### config.mk
export PLATFORM = sky130hd
export DESIGN_NAME = gpr_dump_tx
export DESIGN_NICKNAME = d
export VERILOG_FILES = /design/src/rtl/gpr_dump_tx.sv
export SDC_FILE = /design/constraint.sdc
export NUM_CORES = 1
export LEC_CHECK = 0
export ABC_CLOCK_PERIOD_IN_PS = 1400
export CAP_MARGIN = 5
export CORE_UTILIZATION = 30
export CTS_BUF_LIST = sky130_fd_sc_hd__clkbuf_8
export DETAILED_ROUTE_END_ITERATION = 8
export GPL_TIMING_DRIVEN = 0
export SETUP_SLACK_MARGIN = 0.2
export SYNTH_ARGS = -nofsm -noshare
export SYNTH_HDL_FRONTEND = slang
export SYNTH_SLANG_ARGS = --single-unit
### constraint.sdc
create_clock -name clk -period 1.4 [get_ports clk]
set_input_delay 0.28 -clock clk [delete_from_list [all_inputs] [get_ports clk]]
set_output_delay 0.28 -clock clk [all_outputs]
set_load 0.01 [all_outputs]
### src/rtl/gpr_dump_tx.sv
//============================================================================
// Module      : gpr_dump_tx
// Description : Walks every general-purpose register through a spare read
//               port and streams {index, value} pairs over valid/ready.
// Revision    : 1.0 - initial release
//============================================================================
`default_nettype none

module gpr_dump_tx #(
    parameter int NREGS = 32,
    parameter int AW    = 5,
    parameter int DW    = 32
) (
    input  logic          clk,
    input  logic          reset,
    input  logic          start,
    output logic          busy,
    output logic [AW-1:0] rf_addr,
    input  logic [DW-1:0] rf_data,
    output logic          out_valid,
    input  logic          out_ready,
    output logic [AW-1:0] out_index,
    output logic [DW-1:0] out_data,
    output logic          out_last,
    output logic          done
);

    localparam logic [1:0] c_ST_IDLE  = 2'd0;
    localparam logic [1:0] c_ST_FETCH = 2'd1;
    localparam logic [1:0] c_ST_SEND  = 2'd2;
    localparam logic [1:0] c_ST_DONE  = 2'd3;

    localparam logic [AW-1:0] c_LAST_IDX = AW'(NREGS - 1);

    logic [1:0]    r_state;
    logic [1:0]    w_state_nxt;
    logic [AW-1:0] r_idx;
    logic [AW-1:0] w_idx_nxt;
    logic          w_capture;
    logic [AW-1:0] r_out_index;
    logic [DW-1:0] r_out_data;
    logic          r_out_last;

    always_comb begin
        w_state_nxt = r_state;
        w_idx_nxt   = r_idx;
        w_capture   = 1'b0;
        case (r_state)
            c_ST_IDLE: begin
                if (start) begin
                    w_idx_nxt   = '0;
                    w_state_nxt = c_ST_FETCH;
                end
            end
            c_ST_FETCH: begin
                w_capture   = 1'b1;
                w_state_nxt = c_ST_SEND;
            end
            c_ST_SEND: begin
                if (out_ready) begin
                    if (r_out_last) begin
                        w_state_nxt = c_ST_DONE;
                    end else begin
                        w_idx_nxt   = r_idx + AW'(1);
                        w_state_nxt = c_ST_FETCH;
                    end
                end
            end
            c_ST_DONE: begin
                w_state_nxt = c_ST_IDLE;
            end
            default: begin
                w_state_nxt = c_ST_IDLE;
            end
        endcase
    end

    // The read address is the index register itself, so it only moves on
    // entry to a dump or after a handshake.
    always_ff @(posedge clk) begin
        if (reset) begin
            r_state     <= c_ST_IDLE;
            r_idx       <= '0;
            r_out_index <= '0;
            r_out_data  <= '0;
            r_out_last  <= 1'b0;
        end else begin
            r_state <= w_state_nxt;
            r_idx   <= w_idx_nxt;
            if (w_capture) begin
                r_out_index <= r_idx;
                r_out_data  <= rf_data;
                r_out_last  <= (r_idx == c_LAST_IDX);
            end
        end
    end

    assign busy      = (r_state != c_ST_IDLE);
    assign out_valid = (r_state == c_ST_SEND);
    assign done      = (r_state == c_ST_DONE);
    assign rf_addr   = r_idx;
    assign out_index = r_out_index;
    assign out_data  = r_out_data;
    assign out_last  = r_out_last;

endmodule

`default_nettype wire

==> summary.txt <==
Outcome
  • Status: finished clean

Worst setup path
  • Worst Path Required: about 1.6 ns
  • Reg2reg path depth: 6
  • Crit path max-delay family: simple AND/OR/NAND/NOR gates
  • CP max FO: 4
  • CP Data Arrival Time: about 1.5 ns
  • R2r startpoint: r_state[1]$_SDFFE_PP0P_
  • Cell Chain, Critical Path: buf_6 -> buf_6 -> buf_6 -> or3b_4 -> nand3_1 -> a21oi_1
  • Slowest cell on the critical path: or3b_4
  • Reg2reg end: rf_addr[4]$_SDFFE_PP0P_
  • Worst R2R Setup Slack: 0.009 ns
  • Worst setup EP type: register
  • Cell count along the critical path: 6
  • Setup crit end: rf_addr[4]$_SDFFE_PP0P_
  • CP max stage delay: around 0.4 ns
  • CP Class: register to register
  • Buf/Inv on CP: 3
  • Crit path launch: r_state[1]$_SDFFE_PP0P_
  • Crit path top cell by count: buf_6
  • Worst setup SP type: register

Floorplanning
  • Die X: between 70 and 80 um
  • Die footprint: a little under 6000 sq um
  • I/O Pins: 82
  • CORE AREA: 5470 sq um
  • Die Ht: slightly below 80 um
  • Rows: 27
  • Initial Util: a little under a third

Logic synthesis
  • Yosys top cell by area: dfxtp_1
  • Seq/Total Area, Yosys: roughly 53%
  • Synth area leaders: dfxtp_1 53%, nand2_1 17%, a21oi_1 12%
  • Synth unique cells: 28
  • Post-Syn Nets: between 200 and 250
  • Synthesized flop and latch total: 45
  • Synthesized area: approximately 1700 sq um
  • Cell count after synthesis: 206
  • Synth async-reset ratio: 0%
  • Area share of the largest cell type after synthesis: 53.1%
  • Prevailing post-synth register cell: dfxtp_1
  • Syn avg cell area: between 8 and 9 sq um
  • Yosys Warn Count: 0
  • Number of synthesized flops with an enable pin: 0

Final layout
  • Most common cell after layout, fill and taps aside: nand2_1
  • Final Cell Area: between 3000 and 4000 sq um
  • Final Net Count: approximately 350
  • Ant. Diodes: 0
  • Most frequent cells in the layout: 40 x nand2_1, 37 x dfxtp_1, 35 x a21oi_2
  • Filler instances: 496
  • Final Util: a little over three fifths
  • Area growth, synth to finish: 102%
  • Share of post-route cells with drive strength above 1: around 47%

STA
  • Period utilisation layout: roughly 100%
  • Final-report setup violation count: 0
  • Final worst path period need: 1.39 ns
  • RSZ-0062 raised after global routing: true
  • Final setup margin: 0.00929 ns
  • Worst Tran Pin Value: between 0.7 and 0.8 ns
  • Max-slew headroom: 52.5%
  • Fmax: slightly above 0.7 GHz
  • Slew Limit Fails: 0
  • Fin. Hold Viols: 0
  • Clock Skews: 0.00645 ns

Placement
  • Placed cell areas: around 2600 sq um
  • Dpl ws: -0.210 ns
  • Number of port buffers: 80
  • DP HPWL: slightly below 3000 um
  • GPL Wtd Cong: between 0.6 and 0.7

Clocking
  • Worst-skew pair later-pin latency: around 0.29 ns
  • CTS buffer count: 5
  • TritonCTS clock tree: done
  • CTS Buffer Depth: 2
  • Clock sink total: 45
  • Clock Tree Root: clkbuf_8
  • H-Tree Depth: 2
  • Clock transition at path regs: 0.08 ns

Power and ir drop
  • Peak supply drop: just under 0.5 mV
  • Total power: 2810 uW
  • P_leak: around 0.0015 uW
  • PD cells: 817 nW/um^2

Detailed routing
  • Drt pass-1 iters: 4
  • Via density: roughly 4.6
  • DR WL met3: 267 um
  • Wire per inst: 13.4 um
  • WL met2: approximately 2500 um
  • Routed WL: just over 5000 um
  • Drc violations: 0
  • Routed vias: about 1.8k
  • Routed length on met1: ~2300 um
  • Initial DRC count: between 70 and 80
  • DRT antenna net count: 0
  • Top layer in use: met4

Flow run
  • Total of max-cap violations: 0

Hold path
  • Hold Path Origin: reset
  • Worst hold path class: input pin to register

Global routing
  • Number of global-route vias before repair: 1,615
  • Largest net degree at the start of global routing: 14
  • Initial antenna violation count: 0
  • Total gr overflow: 0
  • First-pass GRT wire length: roughly 8000 um
  • GRT Util Overall: 16.7%
[cell families after synthesis]
| kind of cell | count (synthesis) | share of synthesized area, % |
|---|---|---|
| muxes | 1 | 0.590 |
| buffers and inverters | 16 | 5.09 |
| AOI/OAI and AO/OA | 47 | 15.5 |
| adders and majority gates | 2 | 1.47 |
| and+or+nand+nor | 95 | 24.3 |
| DFF | 45 | 53.1 |
[Yosys cell counts (2+ instances only)]
library cell / number
clkbuf_1: 7
nor2b_1: 2
a21oi_1: 42
nand2_1: 78
buf_4: 4
nand3_1: 3
ha_1: 2
nand4b_1: 2
buf_2: 3
dfxtp_1: 45
[stage by stage]
step / std cells / hold slack [ns] / TNS, ns
after floorplan: 206 / 0.416 / 0
final: 389 / 0.434 / 0
after detailed placement: 358 / 0.446 / -0.842
after CTS: 379 / 0.421 / 0
after global routing: 389 / 0.447 / -0.133
after global placement: 358 / 0.442 / -0.827
[how the worst min path moves through the flow]
| stage | depth (start not counted) | end |
|---|---|---|
| global placement | 2 | out_index[4]$_SDFFE_PP0N_ |
| CTS | 2 | out_data[19]$_SDFFE_PP0N_ |
| detailed placement | 2 | out_index[4]$_SDFFE_PP0N_ |
| global route | 2 | out_data[19]$_SDFFE_PP0N_ |
| floorplan | 2 | out_data[0]$_SDFFE_PP0N_ |
| finish | 2 | out_data[19]$_SDFFE_PP0N_ |
[worst register-to-register path: cells and delay by family, from the launching register on]
family                 cells  cell delay (ns)
AOI/OAI and AO/OA          1             0.07
buffers and inverters      3             0.34
DFF                        1             0.33
and+or+nand+nor            2             0.50
[power breakdown]
| group | total, uW | internal [uW] | switching, uW |
|---|---|---|---|
| sequential | 1350 | 1330 | 27.7 |
| combinational | 683 | 365 | 318 |
| clock | 769 | 340 | 428 |
| total | 2810 | 2030 | 774 |
[layout make-up]
class                      count  area [sq um]  area share, %
multi-input combinational    145          1150           33.6
timing repair buffer         103          1040           30.4
clock buffer                   5          68.8           2.00
tap                           72          90.1           2.62
clock inverter                 3          13.8          0.401
buffer                        15           135           3.94
sequential                    45           923           26.9
inverter                       1          3.75          0.109
[per-layer routing]
metal	vias up	GRT usage, %
met5	-	0
met3	5	3.69
met4	0	6.79
li1	902	-
met2	46	27.3
met1	843	21.1
[sequential cells by signal, indices dropped and copies added, names as in the netlist]
| register | flops |
|---|---|
| out_data | 32 |
| out_index | 5 |
| out_last | 1 |
| r_state | 2 |
| rf_addr | 5 |
[repair_timing]
item                                    in CTS  in global routing
pin swaps                                   47                 48
cloned                                       2                  1
buffers inserted                            11                  9
gates resized for setup                    144                126
hold buffers                                 0                  0
endpoints found under the setup margin      73                 85
No activity file was read; power rests on OpenSTA's default activity.
